`src/rtl/local_inject_arbiter_pkg.sv`:
```
// Shared router link constants used by the local injection path.
package local_inject_arbiter_pkg;

    localparam int unsigned ROUTER_WIDTH = 32;
    localparam int unsigned DIR_LOCAL    = 4;

endpackage

```
`src/rtl/local_inject_arbiter_rr_arbiter.sv`:
```
// Combinational round-robin arbiter: searches ptr+1 .. ptr (mod N), one-hot grant.
module rr_arbiter #(
    parameter int unsigned N = 4
) (
    input  logic [N-1:0]         req,
    input  logic [$clog2(N)-1:0] ptr,
    output logic [N-1:0]         grant
);

    localparam int unsigned PW = $clog2(N);

    logic          found;
    logic [PW-1:0] idx;
    int unsigned   pos;

    always_comb begin
        grant = '0;
        found = 1'b0;
        idx   = '0;
        pos   = 0;
        for (int unsigned k = 1; k <= N; k++) begin
            pos = int'(ptr) + k;
            idx = PW'(pos % N);
            if (!found && req[idx]) begin
                grant[idx] = 1'b1;
                found      = 1'b1;
            end
        end
    end

endmodule

```
`src/rtl/local_inject_arbiter.sv`:
```
// Credit-based round-robin injector into a router LOCAL input port.
// Define INJ_CREDIT_CHECK_EN for a sticky credit-overflow flag and saturating count.
module local_inject_arbiter
    import local_inject_arbiter_pkg::*;
#(
    parameter int unsigned NUM_REQ      = 4,
    parameter int unsigned CREDIT_DEPTH = 2
) (
    input  logic                                 clk,
    input  logic                                 rst,
    input  logic [NUM_REQ-1:0]                   req_valid,
    input  logic [NUM_REQ*ROUTER_WIDTH-1:0]      req_data,
    output logic [NUM_REQ-1:0]                   req_ready,
    output logic                                 inj_data_valid,
    output logic [ROUTER_WIDTH-1:0]              inj_data,
    input  logic                                 inj_credit,
    output logic [$clog2(CREDIT_DEPTH+1)-1:0]    credit_count,
    output logic                                 idle,
    output logic                                 credit_err
);

    localparam int unsigned PW = $clog2(NUM_REQ);
    localparam int unsigned CW = $clog2(CREDIT_DEPTH + 1);
    localparam logic [CW-1:0] CNT_MAX = CW'(CREDIT_DEPTH);

    logic [CW-1:0]           cnt_q, cnt_d;
    logic [PW-1:0]           ptr_q, gidx;
    logic                    valid_q;
    logic [ROUTER_WIDTH-1:0] data_q, sel_data;
    logic [NUM_REQ-1:0]      arb_grant;
    logic                    consume;

    rr_arbiter #(.N(NUM_REQ)) u_rr (
        .req   (req_valid),
        .ptr   (ptr_q),
        .grant (arb_grant)
    );

    // No same-cycle credit bypass: only credits already held can be spent.
    assign req_ready = (!rst && cnt_q != '0) ? arb_grant : '0;
    assign consume   = |req_ready;

    always_comb begin
        sel_data = '0;
        gidx     = '0;
        for (int unsigned i = 0; i < NUM_REQ; i++) begin
            if (req_ready[i]) begin
                sel_data = req_data[i*ROUTER_WIDTH +: ROUTER_WIDTH];
                gidx     = PW'(i);
            end
        end
    end

`ifdef INJ_CREDIT_CHECK_EN
    logic err_q, err_d;

    always_comb begin
        cnt_d = cnt_q - CW'(consume) + CW'(inj_credit);
        err_d = err_q;
        if (inj_credit && !consume && cnt_q == CNT_MAX) begin
            err_d = 1'b1;
            cnt_d = cnt_q;
        end
    end

    always_ff @(posedge clk) begin
        if (rst) err_q <= 1'b0;
        else     err_q <= err_d;
    end

    assign credit_err = err_q;
`else
    always_comb begin
        cnt_d = cnt_q - CW'(consume) + CW'(inj_credit);
    end

    assign credit_err = 1'b0;
`endif

    always_ff @(posedge clk) begin
        if (rst) begin
            cnt_q   <= CNT_MAX;
            ptr_q   <= PW'(NUM_REQ - 1);
            valid_q <= 1'b0;
            data_q  <= '0;
        end else begin
            cnt_q   <= cnt_d;
            valid_q <= consume;
            if (consume) begin
                ptr_q  <= gidx;
                data_q <= sel_data;
            end
        end
    end

    assign inj_data_valid = valid_q;
    assign inj_data       = data_q;
    assign credit_count   = cnt_q;
    assign idle           = (cnt_q == CNT_MAX) && !valid_q;

endmodule

```
`config.mk`:
```
export PLATFORM = sky130hd
export DESIGN_NAME = local_inject_arbiter
export DESIGN_NICKNAME = d
export VERILOG_FILES = /design/src/rtl/local_inject_arbiter_pkg.sv /design/src/rtl/local_inject_arbiter_rr_arbiter.sv /design/src/rtl/local_inject_arbiter.sv
export SDC_FILE = /design/constraint.sdc
export NUM_CORES = 1
export LEC_CHECK = 0
export CORE_MARGIN = 8
export CORE_UTILIZATION = 64
export CTS_BUF_LIST = sky130_fd_sc_hd__clkbuf_4 sky130_fd_sc_hd__clkbuf_8 sky130_fd_sc_hd__clkbuf_16
export CTS_CLUSTER_SIZE = 24
export DETAILED_ROUTE_END_ITERATION = 7
export DONT_BUFFER_PORTS = 1
export GPL_TIMING_DRIVEN = 0
export HOLD_SLACK_MARGIN = 0.06
export PLACE_DENSITY = 0.8
export SLEW_MARGIN = 20
export SYNTH_ARGS = -nofsm -noshare
export SYNTH_HDL_FRONTEND = slang
export SYNTH_SLANG_ARGS = --single-unit
```
`constraint.sdc`:
```
create_clock -name clk -period 4.15 [get_ports clk]
set_clock_uncertainty 0.15 [all_clocks]
set_input_delay 0.83 -clock clk [delete_from_list [all_inputs] [get_ports clk]]
set_output_delay 0.83 -clock clk [all_outputs]
set_load 0.05 [all_outputs]
```
==> impl_metrics.json <==
{
  "status": "finished, final reports clean",
  "critPathMaxFanout": 10,
  "clkLatencyLatePin_ns": 0.29,
  "period_share_pct": 94.24,
  "antenna_found_initial": 0,
  "peakVddDrop_uv": 559.4,
  "area_growth_syn_to_layout_pct": 6.852,
  "dieArea_mm2": 0.006559,
  "path_cells": "inv_1, ha_1, mux2i_1, mux2_2, o211ai_1, o2111a_1, nor2_2, buf_2, buf_6",
  "place.gp.congestion": 0.8517,
  "grt_max_degree": 20,
  "timing.rr.start": "ptr_q[1]",
  "finalHoldViolCount": 0,
  "start_kind": "flop",
  "fin_crit_ns": 3.911,
  "power.share.clock_pct": 9.3,
  "layout.cells.non_filler": 369,
  "fmax_mhz": 255.7,
  "num_vias": 2839,
  "crit_required_ns": 3.17,
  "tightest_slew_ns": 0.8330,
  "p_sw_share_pct": 56.28,
  "drive_above_1_share_pct": 14.73,
  "firstDrtPassIters": 6,
  "avgSynthCellArea_um2": 8.634,
  "nFillCells": 338,
  "tns_ns": 0,
  "io_buffers": 0,
  "placed_area_mm2": 0.002770,
  "fin_area_mm2": 0.002888,
  "wl_per_cell_um": 26.60,
  "hp-start": "rst",
  "finalSetupViolCount": 0,
  "finalMaxSlewViolations": 0,
  "rsz0062_at_grt": "false",
  "root_buffer": "clkbuf_8",
  "crit_type": "flop to output pin",
  "power_mw": 2.857,
  "p_int_mw": 1.249,
  "clkTransAtPathRegs_ns": 0.07,
  "dpl.cell_count": 363,
  "synth.largest_area_cell": "dfxtp_1",
  "power_frac_comb_pct": 61.3,
  "power.leakage_nw": 0.9349,
  "grt_use_total_pct": 27.72,
  "ys_ff_latch": 37,
  "hpwl_um": 7669,
  "postCtsSetupBuffers": 0,
  "yosysUniqueCellTypes": 42,
  "antenna_cells": 0,
  "ys_warn_count": 0,
  "drtIter0Drc": 225,
  "routed_wl_um": 9817,
  "synth.top_cell.area_share_pct": 27.41,
  "hold_buffers": 0,
  "powerDensity_mw_per_mm2": 989.2,
  "cts_tree": "done",
  "slowest_stage": "dfxtp_2",
  "die-height_um": 80.99,
  "ctsHtreeMaxLevel": 2,
  "relSlewSlack_pct": 44.23,
  "place_ws_ns": -0.04805,
  "final_nets": 464,
  "num_rows": 23,
  "cts.sinks": 37,
  "drv_cap": 0,
  "cts_max_path_buffers": 2,
  "synth.area.top_cells": "dfxtp_1 27%, a221o_1 12%, a31oi_1 7.4%, a221oi_1 6.8%, nand3_1 6.5%",
  "syn_inst": 313,
  "p_sw_mw": 1.608,
  "grt_overflow_total": 0,
  "endpoint_kind": "output pin",
  "ioPinCount": 176,
  "mostFrequentLayoutCells": "35 x nand3_1, 35 x dfxtp_1, 34 x nand2_1, 32 x a31oi_1, 32 x a221o_1",
  "critPathMaxStageDelay_ns": 0.46,
  "hp-class": "primary input to flop",
  "grt_pass1_wl_um": 14560,
  "critPathLaunch": "ptr_q[1]",
  "start_util_pct": 67.08,
  "cts_buffers": 5,
  "grt_pass1_vias": 2796,
  "p_seq_share_pct": 29.4,
  "setup_slack_ns": 0.2390,
  "syn_nets": 458,
  "post_synth_instance_area_mm2": 0.002703,
  "yosysSeqAreaShare_pct": 27.41,
  "core_mm2": 0.004029,
  "critPathArrivalTime_ns": 2.93,
  "via_per_inst": 7.694,
  "die_x_um": 80.99,
  "ant_nets": 0,
  "drcViolationCount": 0
}
[layout make-up]
| type | instances | area (um^2) | share of cell area [%] |
|---|---|---|---|
| buffer | 35 | 176.4 | 6.109 |
| tap | 50 | 62.56 | 2.166 |
| sequential | 37 | 743.2 | 25.74 |
| clock buffer | 7 | 90.09 | 3.120 |
| inverter | 8 | 30.03 | 1.040 |
| multi-input combinational | 232 | 1785 | 61.83 |
[power by group through the flow]
stage / clock [mW] / combinational [mW] / sequential [mW]
5_1_grt: 0.282 / 1.91 / 0.853
6_report: 0.266 / 1.75 / 0.840
4_1_cts: 0.269 / 1.71 / 0.841
2_1_floorplan: 0 / 1.38 / 0.812
3_5_place_dp: 0 / 1.70 / 0.846
3_3_place_gp: 0 / 1.66 / 0.845
[flip-flops by register name, summed over array words and instances, names as in the netlist]
| register | cells |
|---|---|
| ptr_q | 2 |
| inj_data | 32 |
| credit_count | 2 |
| inj_data_valid | 1 |
[logic make-up after synthesis]
kind of cell	Yosys count	synth area share, %
compound gates	117	39.07
simple gates	93	16.34
buf+inv	44	7.454
flops	37	27.41
fa+ha+maj	10	4.630
mux	9	4.305
xor+xnor	2	0.6483
other cells	1	0.1388
[repair_timing]
item | in CTS | in global routing
gates resized for setup | 4 | 6
cloned | 0 | 0
endpoints found under the setup margin | 2 | 22
[worst max-delay path: cells and delay by family (launching register included)]
family	cells	cell delay (ns)
flops	1	0.46
mux	2	0.53
compound gates	2	0.30
fa+ha+maj	1	0.39
simple gates	1	0.21
buf+inv	3	0.73
[metal layers]
metal	part of all wire [%]	up-vias	track usage [%]
li1	-	1274	-
met4	3.0	0	9.643
met2	48	189	46.19
met5	0	-	0
met1	36	1348	31.76
met3	13	28	10.60
[synth_stat cells, drive strengths merged]
library cell	n
a2111oi	2
a211o	2
a21o	1
a21oi	3
a221o	32
a221oi	31
a311oi	1
a31oi	34
a41oi	2
and3	3
buf	17
clkbuf	19
conb	1
dfxtp	37
ha	10
inv	8
mux2	1
mux2i	6
mux4	2
nand2	34
nand2b	2
nand3	35
nand3b	3
nor2	8
nor2b	2
nor3	1
nor3b	1
nor4	1
o2111a	1
o211ai	1
o21ai	6
o22ai	1
or2	1
or3b	2
xnor2	1
xor2	1
[final timing paths]
check               endpoint  slack (ns)  cells after the start
max             req_ready[3]        0.24                      9
min          credit_count[0]        0.45                      1
max reg2reg     inj_data[11]        0.36                     11
min reg2reg         ptr_q[0]        0.57                      3
[through the flow]
step | util (%) | hold slack, ns
floorplan | - | 0.5554
detailed placement | 68.76 | 0.5935
finish | 71.68 | 0.4509
global placement | 68.63 | 0.5838
CTS | 71.18 | 0.4451
global route | 71.68 | 0.4381
(Power assumes the default switching activity.)
